`src/rtl/sub_serial_pkg.sv`:
```
// Shared types and helpers for the bit-serial subtractor.
package sub_serial_pkg;

    typedef enum logic [1:0] {
        ST_IDLE = 2'd0,
        ST_RUN  = 2'd1,
        ST_DONE = 2'd2
    } state_e;

    localparam int unsigned DEFAULT_WIDTH = 4;

    // Step counter width; never narrower than one bit.
    function automatic int unsigned cnt_width(input int unsigned w);
        return (w <= 2) ? 1 : $clog2(w);
    endfunction

endpackage

```
`src/rtl/sub_serial_fulladd.sv`:
```
// Single-bit full-adder cell used by the serial datapath.
module fulladd (
    input  logic A,
    input  logic B,
    input  logic CIN,
    output logic Q,
    output logic COUT
);

    assign Q    = A ^ B ^ CIN;
    assign COUT = (A & B) | (A & CIN) | (B & CIN);

endmodule

```
`src/rtl/sub_serial.sv`:
```
// Bit-serial subtractor: q = a - b, one bit per clock LSB first, via a + ~b + 1
// through one full-adder cell and a carry flop.
module sub_serial
    import sub_serial_pkg::*;
#(
    parameter int unsigned WIDTH = DEFAULT_WIDTH
) (
    input  logic             clk,
    input  logic             rst_n,
    input  logic             start,
    input  logic [WIDTH-1:0] a,
    input  logic [WIDTH-1:0] b,
    output logic [WIDTH-1:0] q,
    output logic             borrow,
    output logic             busy,
    output logic             done
);

    localparam int unsigned CNT_W = cnt_width(WIDTH);
    localparam int unsigned R_W   = WIDTH - 1;
    localparam logic [CNT_W-1:0] CNT_LAST = CNT_W'(WIDTH - 1);

    state_e           state_q,  state_d;
    logic [WIDTH-1:0] sa_q,     sa_d;
    logic [WIDTH-1:0] sb_q,     sb_d;
    logic [R_W-1:0]   r_q,      r_d;
    logic [CNT_W-1:0] cnt_q,    cnt_d;
    logic             carry_q,  carry_d;
    logic [WIDTH-1:0] q_q,      q_d;
    logic             borrow_q, borrow_d;
    logic             busy_q,   busy_d;
    logic             done_q,   done_d;

    logic s;
    logic carry_next;

    fulladd u_fa (
        .A    (sa_q[0]),
        .B    (~sb_q[0]),
        .CIN  (carry_q),
        .Q    (s),
        .COUT (carry_next)
    );

    // Next-state and datapath; result regs only move on the final bit-step.
    always_comb begin
        state_d  = state_q;
        sa_d     = sa_q;
        sb_d     = sb_q;
        r_d      = r_q;
        cnt_d    = cnt_q;
        carry_d  = carry_q;
        q_d      = q_q;
        borrow_d = borrow_q;

        case (state_q)
            ST_IDLE: begin
                if (start) begin
                    sa_d    = a;
                    sb_d    = b;
                    carry_d = 1'b1;
                    cnt_d   = '0;
                    state_d = ST_RUN;
                end
            end
            ST_RUN: begin
                carry_d = carry_next;
                sa_d    = sa_q >> 1;
                sb_d    = sb_q >> 1;
                r_d     = R_W'({s, r_q} >> 1);
                cnt_d   = cnt_q + CNT_W'(1);
                if (cnt_q == CNT_LAST) begin
                    q_d      = {s, r_q};
                    borrow_d = ~carry_next;
                    state_d  = ST_DONE;
                end
            end
            ST_DONE: state_d = ST_IDLE;
            default: state_d = ST_IDLE;
        endcase

        busy_d = (state_d != ST_IDLE);
        done_d = (state_d == ST_DONE);
    end

    always_ff @(posedge clk or negedge rst_n) begin
        if (!rst_n) begin
            state_q  <= ST_IDLE;
            sa_q     <= '0;
            sb_q     <= '0;
            r_q      <= '0;
            cnt_q    <= '0;
            carry_q  <= 1'b0;
            q_q      <= '0;
            borrow_q <= 1'b0;
            busy_q   <= 1'b0;
            done_q   <= 1'b0;
        end else begin
            state_q  <= state_d;
            sa_q     <= sa_d;
            sb_q     <= sb_d;
            r_q      <= r_d;
            cnt_q    <= cnt_d;
            carry_q  <= carry_d;
            q_q      <= q_d;
            borrow_q <= borrow_d;
            busy_q   <= busy_d;
            done_q   <= done_d;
        end
    end

    assign q      = q_q;
    assign borrow = borrow_q;
    assign busy   = busy_q;
    assign done   = done_q;

endmodule
```
`config.mk`:
```
export PLATFORM = sky130hd
export DESIGN_NAME = sub_serial
export DESIGN_NICKNAME = d
export VERILOG_FILES = /design/src/rtl/sub_serial_pkg.sv /design/src/rtl/sub_serial_fulladd.sv /design/src/rtl/sub_serial.sv
export SDC_FILE = /design/constraint.sdc
export NUM_CORES = 1
export LEC_CHECK = 0
export ABC_AREA = 1
export BUFFER_PORTS_ARGS = -buffer_cell sky130_fd_sc_hd__buf_2
export CAP_MARGIN = 25
export CORE_MARGIN = 4
export CORE_UTILIZATION = 48
export DETAILED_ROUTE_END_ITERATION = 16
export HOLD_SLACK_MARGIN = 0.08
export MAX_ROUTING_LAYER = met4
export PLACE_DENSITY = 0.73
export SLEW_MARGIN = 20
export SYNTH_ARGS = -nofsm -noshare
export SYNTH_HDL_FRONTEND = slang
export SYNTH_SLANG_ARGS = --single-unit
```
`constraint.sdc`:
```
create_clock -name clk -period 1.1 [get_ports clk]
set_input_delay 0.33 -clock clk [delete_from_list [all_inputs] [get_ports clk]]
set_output_delay 0.33 -clock clk [all_outputs]
set_load 0.05 [all_outputs]
```
* After elaboration in Yosys (flattened, before gate mapping)
Cells that the tools add are included.
** Word-level totals
- Register bits :: 23
- Bits of input ports :: 11
- Output and inout port bits :: 7
- Logic and storage cells :: 40
** Operators by class
- Add/subtract/negate cells :: 1
- Equality and inequality tests :: 4
- Mux-type cells :: 11
- Bitwise logic cells :: 9
- Reductions and logical operators :: 5
** Operators with widths (number)
- one-hot mux 4 bit (2 select lines) :: 2
- 2-to-1 mux 4 bit :: 2
- one-hot mux 2 bit (2 select lines) :: 2
- 2-to-1 mux 2 bit :: 3
- equality test 2 bit (second input constant) :: 2
- AND reduction 2 bit :: 2
- nonzero test 2 bit :: 2
- AND 1 bit :: 3
- adder 2 x 1 -> 2 bit (second input constant) :: 1
- equality test 2 x 1 -> 1 bit (second input constant) :: 1
- logical NOT 2 bit :: 1
- inequality test 2 bit (second input constant) :: 1
- NOT 1 bit :: 2
- OR 1 bit :: 2
- one-hot mux 1 bit (2 select lines) :: 1
- bitwise XOR 1 bit :: 2
- 2-to-1 mux 1 bit :: 1

* Logic depth before layout (Yosys ltp)
Gate-level depths: netlist (run 1).
- Depth after elaboration :: 5
- Depth in mapped cells :: 7
- Mapped depth without buffers :: 6

* Hierarchy
Synthesis (run 1) repeated with hierarchy kept, for this count alone.
** Unflattened totals
- Cell total of the unflattened synthesis :: 110
- Area, all modules :: 1004.7 um^2
** By module, submodules not included
- sub_serial :: instances 1, cells each 109, area each 984.7 um^2, sequential area each 575.6 um^2
- fulladd :: instances 1, cells each 1, area each 20.0 um^2, sequential area each 0.0 um^2

* Worst setup path after synthesis (run 1)
Ideal clock, no wire load.
- Path kind :: register to register
- Start point :: reg sb_q[0]
- End point :: reg r_q[2]
- Library setup time :: 0.083 ns
- Arrival :: 1.070 ns
- Data required time :: 1.017 ns
- Slack :: -0.053 ns
- Stages on the path, launching flop included :: 5
- Path buffers :: 0
- Period minus slack after synthesis :: 1.153 ns
- Cell sequence :: dfrtp_1 -> inv_1 -> fa_1 -> inv_1 -> o21ai_0
** Between the ends
- Word-level cells in the longest chain between the ends :: 3
** RTL lines
- start: declaration :: RTL line sub_serial.sv:25 : logic [WIDTH-1:0] sb_q, sb_d;
- start signal: assignment :: RTL line sub_serial.sv:90 : sb_q <= '0;
- start signal: assignment :: RTL line sub_serial.sv:101 : sb_q <= sb_d;
- NOT 1 bit :: RTL line sub_serial.sv:39 : .B (~sb_q[0]),
- bitwise XOR 1 bit (2 in series) :: RTL line sub_serial_fulladd.sv:10 : assign Q = A ^ B ^ CIN;
- via s :: RTL line sub_serial.sv:34 : logic s;
- end signal: assignment :: RTL line sub_serial.sv:102 : r_q <= r_d;
- end: declaration :: RTL line sub_serial.sv:26 : logic [R_W-1:0] r_q, r_d;
The timed path passes the listed nets, and every way through them passes these cells.
A chain may end at the register's enable or synchronous reset.

* Final worst setup path (run 1)
- Start point :: reg borrow_q (netlist: borrow)
- End point :: out borrow
** RTL lines
- start: declaration :: RTL line sub_serial.sv:30 : logic borrow_q, borrow_d;
- start signal: assignment :: RTL line sub_serial.sv:106 : borrow_q <= borrow_d;
- end: declaration :: RTL line sub_serial.sv:14 : output logic borrow,
No word-level cell between the ends.

==> flow_metrics.env, run 1 <==
export IMPL_status="complete, but fails checks"
export IMPL_violations="setup timing"
export IMPL_max_stage_delay_ps=420
export IMPL_power_density_nw_per_um2=3286
export IMPL_insertion_delay_ps=310
export IMPL_synth_top_area_share=0.5610
export IMPL_clkTransAtPathRegs_ps=130
export IMPL_p_sw_frac=0.4476
export IMPL_fillers=168
export IMPL_crit_fanout=2
export IMPL_synth_top_area_cell="dfrtp_1"
export IMPL_syn_cell_area_um2=1026
export IMPL_finalSetupViolations=14
export IMPL_ff2ff_path_depth=4
export IMPL_drive_gt1_frac=0.4315
export IMPL_synth_seq_cells=23
export IMPL_wl_per_cell_um=11.71
export IMPL_synth_ff_type="dfrtp_1"
export IMPL_first_global_vias=815
export IMPL_worstHoldStart="b[3]"
export IMPL_initial_core_util=0.5125
export IMPL_power_mw=4.596
export IMPL_crit_family="flip-flops"
export IMPL_grt_overflow_total=0
export IMPL_ys_warn_count=0
export IMPL_yosysSeqAreaShare=0.5610
export IMPL_hpwl_mm=1.405
export IMPL_finalCritPeriodShare=1.112
export IMPL_synthCells=116
export IMPL_synth_area_per_cell_um2=8.845
export IMPL_numCtsBuffers=3
export IMPL_comb_power_share=0.590
export IMPL_synth_most_common_cell="nand2_1"
export IMPL_placementRows=16
export IMPL_cp_required_ps=770
export IMPL_arrival_ps=890
export IMPL_post_route_min_period_ps=1223
export IMPL_gp_congestion=0.7523
export IMPL_synth_edf_count=0
export IMPL_drtPass1Iterations=4
export IMPL_crit_end="borrow"
export IMPL_cp_startpoint="borrow"
export IMPL_drt_total_wl_mm=2.025
export IMPL_grtUsageTotal=0.1719
export IMPL_crit_buf_inv=1
export IMPL_grt_pass1_wl_mm=3.498
export IMPL_ctsHtreeMaxLevel=1
export IMPL_dpl_cell_count=165
export IMPL_n_antenna_cell=0
export IMPL_cts_path_max_buffers=2
export IMPL_ant_nets=0
export IMPL_fin_worst_skew_ps=5.215
export IMPL_ir_drop_mv=1.837
export IMPL_crit_type="register to output pin"
export IMPL_dieArea_um2=2941
export IMPL_tightest_slew_ps=498.2
export IMPL_seq_power_share=0.325
export IMPL_synth_area_leaders="dfrtp_1 56%, nand2_1 13%, inv_1 7.0%"
export IMPL_start_kind="register"
export IMPL_drc=0
export IMPL_fmax_ghz=0.8177
export IMPL_intPower_mw=2.539
export IMPL_max_slew_margin=0.6678
export IMPL_drt_iter0_drc=28
export IMPL_die_h_um=54.23
export IMPL_cp_slowest_cell="dfrtp_1"
export IMPL_clock_sinks=23
export IMPL_cp_depth=1
export IMPL_io_pin_count=18
export IMPL_root_buffer="clkbuf_4"
export IMPL_final_hold_viol_count=0
export IMPL_post_dp_cell_area_um2=1190
export IMPL_synth_distinct_cells=18
export IMPL_fin_ws_ps=-123.0
export IMPL_via_count=833
export IMPL_holdCritPathClass="input port to register"
export IMPL_fin_area_um2=1399
export IMPL_io_buffers=17
export IMPL_core_um2=2002
export IMPL_grt_max_degree=24
export IMPL_regToRegEndpoint="q[3]"
export IMPL_power_switching_mw=2.057
export IMPL_max_cap_violations=0
export IMPL_ys_top_cells_by_count="35 x nand2_1, 23 x dfrtp_1, 19 x inv_1"
export IMPL_async_flop_share=1.000
export IMPL_vias_per_cell=4.815
export IMPL_slew_violations=0
export IMPL_syn_to_final_growth_pct=36.34
export IMPL_syn_num_nets=129
export IMPL_end_kind="output pin"
export IMPL_antenna_found_initial=0
export IMPL_crit_chain="buf_6"
export IMPL_clkPwrFrac=0.085
export IMPL_die_w_um=54.23
export IMPL_r2r_slack_ps=-110
export IMPL_p_leak_nw=0.7561
export IMPL_rsz0062_at_grt="yes"
export IMPL_tritoncts="yes"
export IMPL_rr_startpoint="sb_q[0]"
export IMPL_final_cells=173
export IMPL_nNetsFinal=160
-- cell families (layout without fill, tap and decap cells) --
| kind of cell | Yosys count | in the layout | synth area share |
|---|---|---|---|
| buffers and inverters | 25 | 55 | 0.1110 |
| flip-flops | 23 | 23 | 0.5610 |
| adder cells (fa/ha/maj) | 2 | 2 | 0.03171 |
| AND/OR/NAND/NOR | 55 | 55 | 0.2281 |
| AO/OA/AOI/OAI | 11 | 11 | 0.06829 |
-- stage by stage --
stage	TNS (ps)	hold slack (ps)	utilization	worst slack, ps
5_1_grt	-2089	231.4	0.6988	-171.9
3_5_place_dp	-133.3	325.0	0.5944	-60.02
3_3_place_gp	-67.46	328.0	0.5944	-37.34
6_report	-1045	225.4	0.6988	-123.0
2_1_floorplan	-35.14	34.41	-	-22.66
4_1_cts	-1023	216.9	0.6431	-133.2
-- how the worst min path moves through the flow --
| stage | end | slack (ps) | cells after the start |
|---|---|---|---|
| floorplan | borrow | 30 | 0 |
| global placement | cnt_q[1] | 330 | 1 |
| detailed placement | cnt_q[0] | 320 | 1 |
| CTS | sb_q[3] | 220 | 3 |
| global route | sa_q[3] | 230 | 3 |
| finish | sb_q[3] | 230 | 3 |
-- per-layer routing --
layer  vias up  share of wire  GRT usage
met4         0          0.016    0.08714
li1        416              -          -
met5         -              0          -
met1       402           0.44     0.2102
met3         4          0.029    0.02452
met2        11           0.52     0.2769
-- cell usage in the layout, fill, tap and decap left out, drive strengths merged --
master / netlist / routed
nand2: 37 / 37
buf: 4 / 29
dfrtp: 23 / 23
inv: 21 / 21
nand3: 12 / 12
o21ai: 9 / 9
nor2: 6 / 6
clkbuf: 0 / 3
a21oi: 2 / 2
fa: 1 / 1
ha: 1 / 1
clkinv: 0 / 1
dlygate4sd3: 0 / 1
-- sequential cells by signal, summed over array words and instances (netlist names) --
signal	flops
busy	1
carry_q	1
q	4
state_q	2
done	1
r_q	3
sa_q	4
borrow	1
cnt_q	2
sb_q	4
-- power groups by stage --
stage / registers, mW / clock network, mW / logic (mW)
floorplan: 1.78 / 0 / 1.16
detailed placement: 1.46 / 0 / 2.08
CTS: 1.47 / 0.400 / 2.30
global placement: 1.44 / 0 / 2.02
global route: 1.54 / 0.439 / 3.00
finish: 1.49 / 0.391 / 2.71
-- cell type report --
class | instances | area (µm²) | share of cell area
clock buffer | 3 | 22.52 | 0.01610
clock inverter | 1 | 5.005 | 0.003578
inverter | 21 | 83.83 | 0.05993
multi-input combinational | 68 | 416.7 | 0.2979
timing repair buffer | 30 | 260.3 | 0.1860
sequential | 23 | 576.8 | 0.4123
tap | 27 | 33.78 | 0.02415
-- repair_timing --
item | CTS | global route
gates resized for setup | 19 | 31
setup endpoints to repair | 17 | 24
pin swaps | 0 | 11
setup buffers | 1 | 1
cloned | 0 | 1
hold buffers | 1 | 0
endpoints found under the hold margin | 23 | 0
No activity file was read; power rests on OpenSTA's default activity.
==> run 2, diff against run 1 <==
Settings changed: CELL_PAD_IN_SITES_DETAIL_PLACEMENT from default to 0, CELL_PAD_IN_SITES_GLOBAL_PLACEMENT from default to 1, CORE_UTILIZATION 48 to 36, HOLD_SLACK_MARGIN 0.08 to default, PLACE_DENSITY 0.73 to default, PLACE_DENSITY_LB_ADDON from default to 0.1.
==> run 2 against run 1 <==
The flow still finishes with violations (setup timing). First-iteration DRC count fell by 36%. Register-to-register slack gained 20 ps. Die area is 28% higher. Via count decreased by 2.6%. Sequential power about the same. Hold slack better by 2.5 ps. Worst setup slack worse by 12 ps. Sequential share of layout area is 0.56 points lower. Flip-flop and latch count unchanged. Clock skew down 2.4 ps. Total power down 2.4%.
==> flow_metrics.env, run 2 (same netlist as run 1, synthesis figures left out) <==
export IMPL_fmax_ghz=0.8095
export IMPL_ir_drop_mv=1.831
export IMPL_hpwl_mm=1.405
export IMPL_grt_max_degree=14
export IMPL_layout_commonest_cell="nand2_1"
export IMPL_dieArea_um2=3768
export IMPL_numCtsBuffers=3
export IMPL_drt_total_wl_mm=2.171
export IMPL_finalCritPeriodShare=1.123
export IMPL_n_antenna_cell=0
export IMPL_rsz0062_at_grt="yes"
export IMPL_crit_chain="buf_6"
export IMPL_core_um2=2734
export IMPL_final_hold_viol_count=0
export IMPL_slew_violations=0
export IMPL_die_w_um=61.39
export IMPL_post_route_min_period_ps=1235
export IMPL_nNetsFinal=165
export IMPL_crit_fanout=2
export IMPL_io_pin_count=18
export IMPL_insertion_delay_ps=320
export IMPL_finalSetupViolations=9
export IMPL_grt_overflow_total=0
export IMPL_crit_type="register to output pin"
export IMPL_cts_path_max_buffers=2
export IMPL_wl_per_cell_um=11.93
export IMPL_max_cap_violations=0
export IMPL_root_buffer="clkbuf_4"
export IMPL_cp_required_ps=770
export IMPL_p_leak_nw=0.7710
export IMPL_fin_worst_skew_ps=2.865
export IMPL_tritoncts="yes"
export IMPL_cp_slowest_cell="dfrtp_1"
export IMPL_final_cell_mix="31 x nand2_1, 23 x dfrtp_1, 16 x inv_1"
export IMPL_drtPass1Iterations=4
export IMPL_end_kind="output pin"
export IMPL_max_slew_margin=0.8230
export IMPL_grt_pass1_wl_mm=3.498
export IMPL_fin_ws_ps=-135.3
export IMPL_tightest_slew_ps=265.5
export IMPL_max_stage_delay_ps=430
export IMPL_drt_iter0_drc=18
export IMPL_vias_per_cell=4.456
export IMPL_placementRows=19
export IMPL_status="complete, but fails checks"
export IMPL_initial_core_util=0.3753
export IMPL_drc=0
export IMPL_place_ws_ps=-53.08
export IMPL_clkTransAtPathRegs_ps=140
export IMPL_grtUsageTotal=0.1322
export IMPL_antenna_found_initial=0
export IMPL_die_h_um=61.39
export IMPL_crit_buf_inv=1
export IMPL_crit_family="flip-flops"
export IMPL_drive_gt1_frac=0.3775
export IMPL_holdCritPathClass="input port to register"
export IMPL_first_global_vias=788
export IMPL_violations="setup timing"
export IMPL_ctsHtreeMaxLevel=1
export IMPL_syn_to_final_growth_pct=37.93
export IMPL_final_core_util=0.5176
export IMPL_gp_congestion=0.7256
export IMPL_arrival_ps=910
export IMPL_start_kind="register"
export IMPL_ant_nets=0
export IMPL_io_buffers=17
export IMPL_setup_tns_final_ps=-1014
export IMPL_clock_sinks=23
export IMPL_via_count=811
export IMPL_power_density_nw_per_um2=3169
-- run 2: cell types whose count changed in the layout (fill, tap and decap cells not counted), moves of 2 or more --
cell / change
buf_4: +6
nand3_2: -6
nand2_1: +2
buf_6: -4
o21ai_0: +2
nand3_1: +6
-- run 2: through the flow --
step / cells / hold WS (ps) / total power [mW] / instance area, µm²
2_1_floorplan: 116 / 34.41 / 2.943 / 1026
6_report: 182 / 227.9 / 4.484 / 1415
5_1_grt: 182 / 217.5 / 4.855 / 1415
4_1_cts: 177 / 222.9 / 4.179 / 1318
3_3_place_gp: 170 / 222.4 / 3.475 / 1215
3_5_place_dp: 170 / 221.8 / 3.507 / 1215
-- run 2: timing repair --
item                       in CTS  in global routing
hold buffers                    1                  0
hold endpoints to repair       10                  0
setup buffers                   2                  3
pin swaps                       1                  1
gates resized for setup        19                 14
setup endpoints to repair      16                 24
cloned                          0                  2
-- run 2: power by group --
part / leakage, nW / switching [mW] / total, mW / internal (mW)
Sequential: 0.283 / 0.252 / 1.48 / 1.23
Clock: 0.0177 / 0.281 / 0.417 / 0.136
Combinational: 0.470 / 1.43 / 2.58 / 1.16
Total: 0.771 / 1.96 / 4.48 / 2.52
-- run 2: cell type report --
cell class,count,area [µm²]
clock buffer,3,22.52
clock inverter,1,5.005
fill,274,1319
inverter,21,78.83
multi-input combinational,68,374.1
sequential,23,575.6
tap,31,38.79
timing repair buffer,35,320.3
-- run 2: worst paths after layout --
path / startpoint / end / slack, ps / cells after the start
setup / recovery: q[2] / q[2] / -140 / 1
hold / removal: a[3] / sa_q[3] / 230 / 3
setup reg to reg: sb_q[0] / r_q[2] / -90 / 4
min in group asynchronous: rst_n / q[1] / 390 / 2
max in group asynchronous: rst_n / sa_q[3] / 360 / 3
hold reg to reg: sb_q[1] / sb_q[1] / 500 / 2
-- run 2: per-layer routing --
layer | vias to the layer above | part of all wire | global-route usage
met2 | 15 | 0.48 | 0.2100
met4 | 0 | 0.0092 | 0.06364
met1 | 371 | 0.47 | 0.1612
met3 | 2 | 0.041 | 0.02516
li1 | 423 | - | -
met5 | - | 0 | -
==> run 3, diff against run 2 <==
Settings changed: SYNTH_HIERARCHICAL from default to 1.
==> run 3 against run 2 <==
The flow still finishes with violations (setup timing). Synthesized cell count shrank 5.2%. Via count shrank 1.2%. Die area shrank 1.8%. First-iteration DRC count grew 22%. Cell count shrank 5.5%. Combinational power shrank 16%. Clock power shrank 8.2%. Sequential power is essentially flat. Core utilization grew 0.82 points. Clock-buffer cell count grew 1.
==> flow_metrics.env, run 3 <==
export IMPL_io_buffers=17
export IMPL_synthCells=110
export IMPL_crit_chain="buf_6"
export IMPL_fin_worst_skew_ps=5.904
export IMPL_ys_top_cells_by_count="48 x nand2_1, 23 x dfrtp_1, 10 x nand3_1"
export IMPL_syn_cell_area_um2=1005
export IMPL_synth_area_leaders="dfrtp_1 57%, nand2_1 18%, nand3_1 5.0%"
export IMPL_crit_family="flip-flops"
export IMPL_drc=0
export IMPL_final_hold_viol_count=0
export IMPL_holdCritPathClass="input port to register"
export IMPL_synth_most_common_cell="nand2_1"
export IMPL_hpwl_mm=1.428
export IMPL_end_kind="output pin"
export IMPL_cp_required_ps=770
export IMPL_wl_per_cell_um=11.58
export IMPL_setup_tns_final_ps=-843.9
export IMPL_max_stage_delay_ps=420
export IMPL_crit_fanout=2
export IMPL_clkTransAtPathRegs_ps=130
export IMPL_die_h_um=60.83
export IMPL_status="complete, but fails checks"
export IMPL_die_w_um=60.83
export IMPL_drtPass1Iterations=4
export IMPL_dieArea_um2=3700
export IMPL_max_cap_violations=0
export IMPL_ctsHtreeMaxLevel=1
export IMPL_final_cell_mix="46 x nand2_1, 22 x dfrtp_1, 11 x buf_4"
export IMPL_cp_slowest_cell="dfrtp_1"
export IMPL_insertion_delay_ps=300
export IMPL_crit_type="register to output pin"
export IMPL_yosysSeqAreaShare=0.5729
export IMPL_synth_edf_count=0
export IMPL_tightest_slew_ps=224.6
export IMPL_arrival_ps=880
export IMPL_syn_to_final_growth_pct=34.37
export IMPL_finalSetupViolations=9
export IMPL_n_antenna_cell=0
export IMPL_async_flop_share=1.000
export IMPL_placementRows=18
export IMPL_synth_area_per_cell_um2=9.134
export IMPL_clock_sinks=23
export IMPL_ant_nets=0
export IMPL_grt_pass1_wl_mm=3.436
export IMPL_drt_total_wl_mm=1.992
export IMPL_crit_buf_inv=1
export IMPL_synth_seq_cells=23
export IMPL_fin_ws_ps=-108.6
export IMPL_grt_max_degree=24
export IMPL_layout_commonest_cell="nand2_1"
export IMPL_vias_per_cell=4.657
export IMPL_synth_distinct_cells=15
export IMPL_tritoncts="yes"
export IMPL_initial_core_util=0.3913
export IMPL_nNetsFinal=156
export IMPL_synth_ff_type="dfrtp_1"
export IMPL_grt_overflow_total=0
export IMPL_p_leak_nw=0.7190
export IMPL_synth_top_area_cell="dfrtp_1"
export IMPL_ir_drop_mv=1.574
export IMPL_fmax_ghz=0.8274
export IMPL_violations="setup timing"
export IMPL_post_route_min_period_ps=1209
export IMPL_cts_path_max_buffers=2
export IMPL_antenna_found_initial=0
export IMPL_synth_top_area_share=0.5729
export IMPL_power_mw=4.052
export IMPL_numCtsBuffers=3
export IMPL_fillers=254
export IMPL_root_buffer="clkbuf_4"
export IMPL_max_slew_margin=0.8503
export IMPL_ys_warn_count=6
export IMPL_core_um2=2567
export IMPL_first_global_vias=790
export IMPL_via_count=801
export IMPL_power_density_nw_per_um2=3001
export IMPL_io_pin_count=18
export IMPL_drt_iter0_drc=22
export IMPL_start_kind="register"
export IMPL_finalCritPeriodShare=1.099
export IMPL_slew_violations=0
export IMPL_rsz0062_at_grt="yes"
export IMPL_drive_gt1_frac=0.3662
export IMPL_gp_congestion=0.7693
export IMPL_syn_num_nets=123
export IMPL_grtUsageTotal=0.1270
==> run 3: repair_timing <==
| action | in CTS | in global routing |
|---|---|---|
| setup buffers | 3 | 3 |
| setup endpoints to repair | 14 | 23 |
| gates resized for setup | 17 | 12 |
| pin swaps | 0 | 2 |
| hold buffers | 1 | 0 |
| endpoints found under the hold margin | 23 | 0 |
==> run 3: final timing paths <==
check	startpoint	to	slack [ps]	cells after the start
max	borrow	borrow	-110	1
min	b[3]	sb_q[3]	270	3
max reg2reg	sb_q[0]	r_q[2]	-110	4
min reg2reg	r_q[0]	q[0]	480	2
max in group asynchronous	rst_n	state_q[0]	480	3
min in group asynchronous	rst_n	done	470	3
==> run 3: kinds of logic (layout without fill, tap and decap cells) <==
logic type      count (synthesis)  count (layout)  share of synthesized area
simple gates                   61              61                     0.2428
flops                          23              23                     0.5728
buf+inv                        13              45                    0.07099
compound gates                 11              11                    0.08094
fa+ha+maj                       2               2                    0.03238
==> run 3: where the power goes <==
group / switching (mW) / internal, mW
Sequential: 0.275 / 1.21
Combinational: 1.25 / 0.931
Clock: 0.242 / 0.141
==> run 3: stage by stage <==
stage          area [µm²]  setup WS, ps  hold slack (ps)    util  cells
2_1_floorplan        1005        -11.74            34.41       -    110
3_5_place_dp         1175        -82.34            278.4  0.4576    161
4_1_cts              1284        -117.4            270.4  0.5000    169
3_3_place_gp         1175        -29.44            278.1  0.4576    161
6_report             1350        -108.6            270.5  0.5258    172
5_1_grt              1350        -151.2            262.9  0.5258    172
==> run 3: layout make-up <==
cell class | count | area, µm² | area share
flip-flops and latches | 23 | 576.8 | 0.4272
multi-input cells | 74 | 400.4 | 0.2966
inverters | 9 | 36.28 | 0.02688
well taps | 30 | 37.54 | 0.02780
repair buffers | 32 | 272.8 | 0.2020
clock buffers | 4 | 26.28 | 0.01946
==> run 3: metal layers <==
metal | up-vias | wire length (µm) | track usage
met1 | 380 | 936 | 0.1658
met4 | 0 | 15 | 0.01858
met2 | 12 | 949 | 0.2092
met5 | - | 0 | -
met3 | 2 | 90 | 0.02553
li1 | 407 | - | -
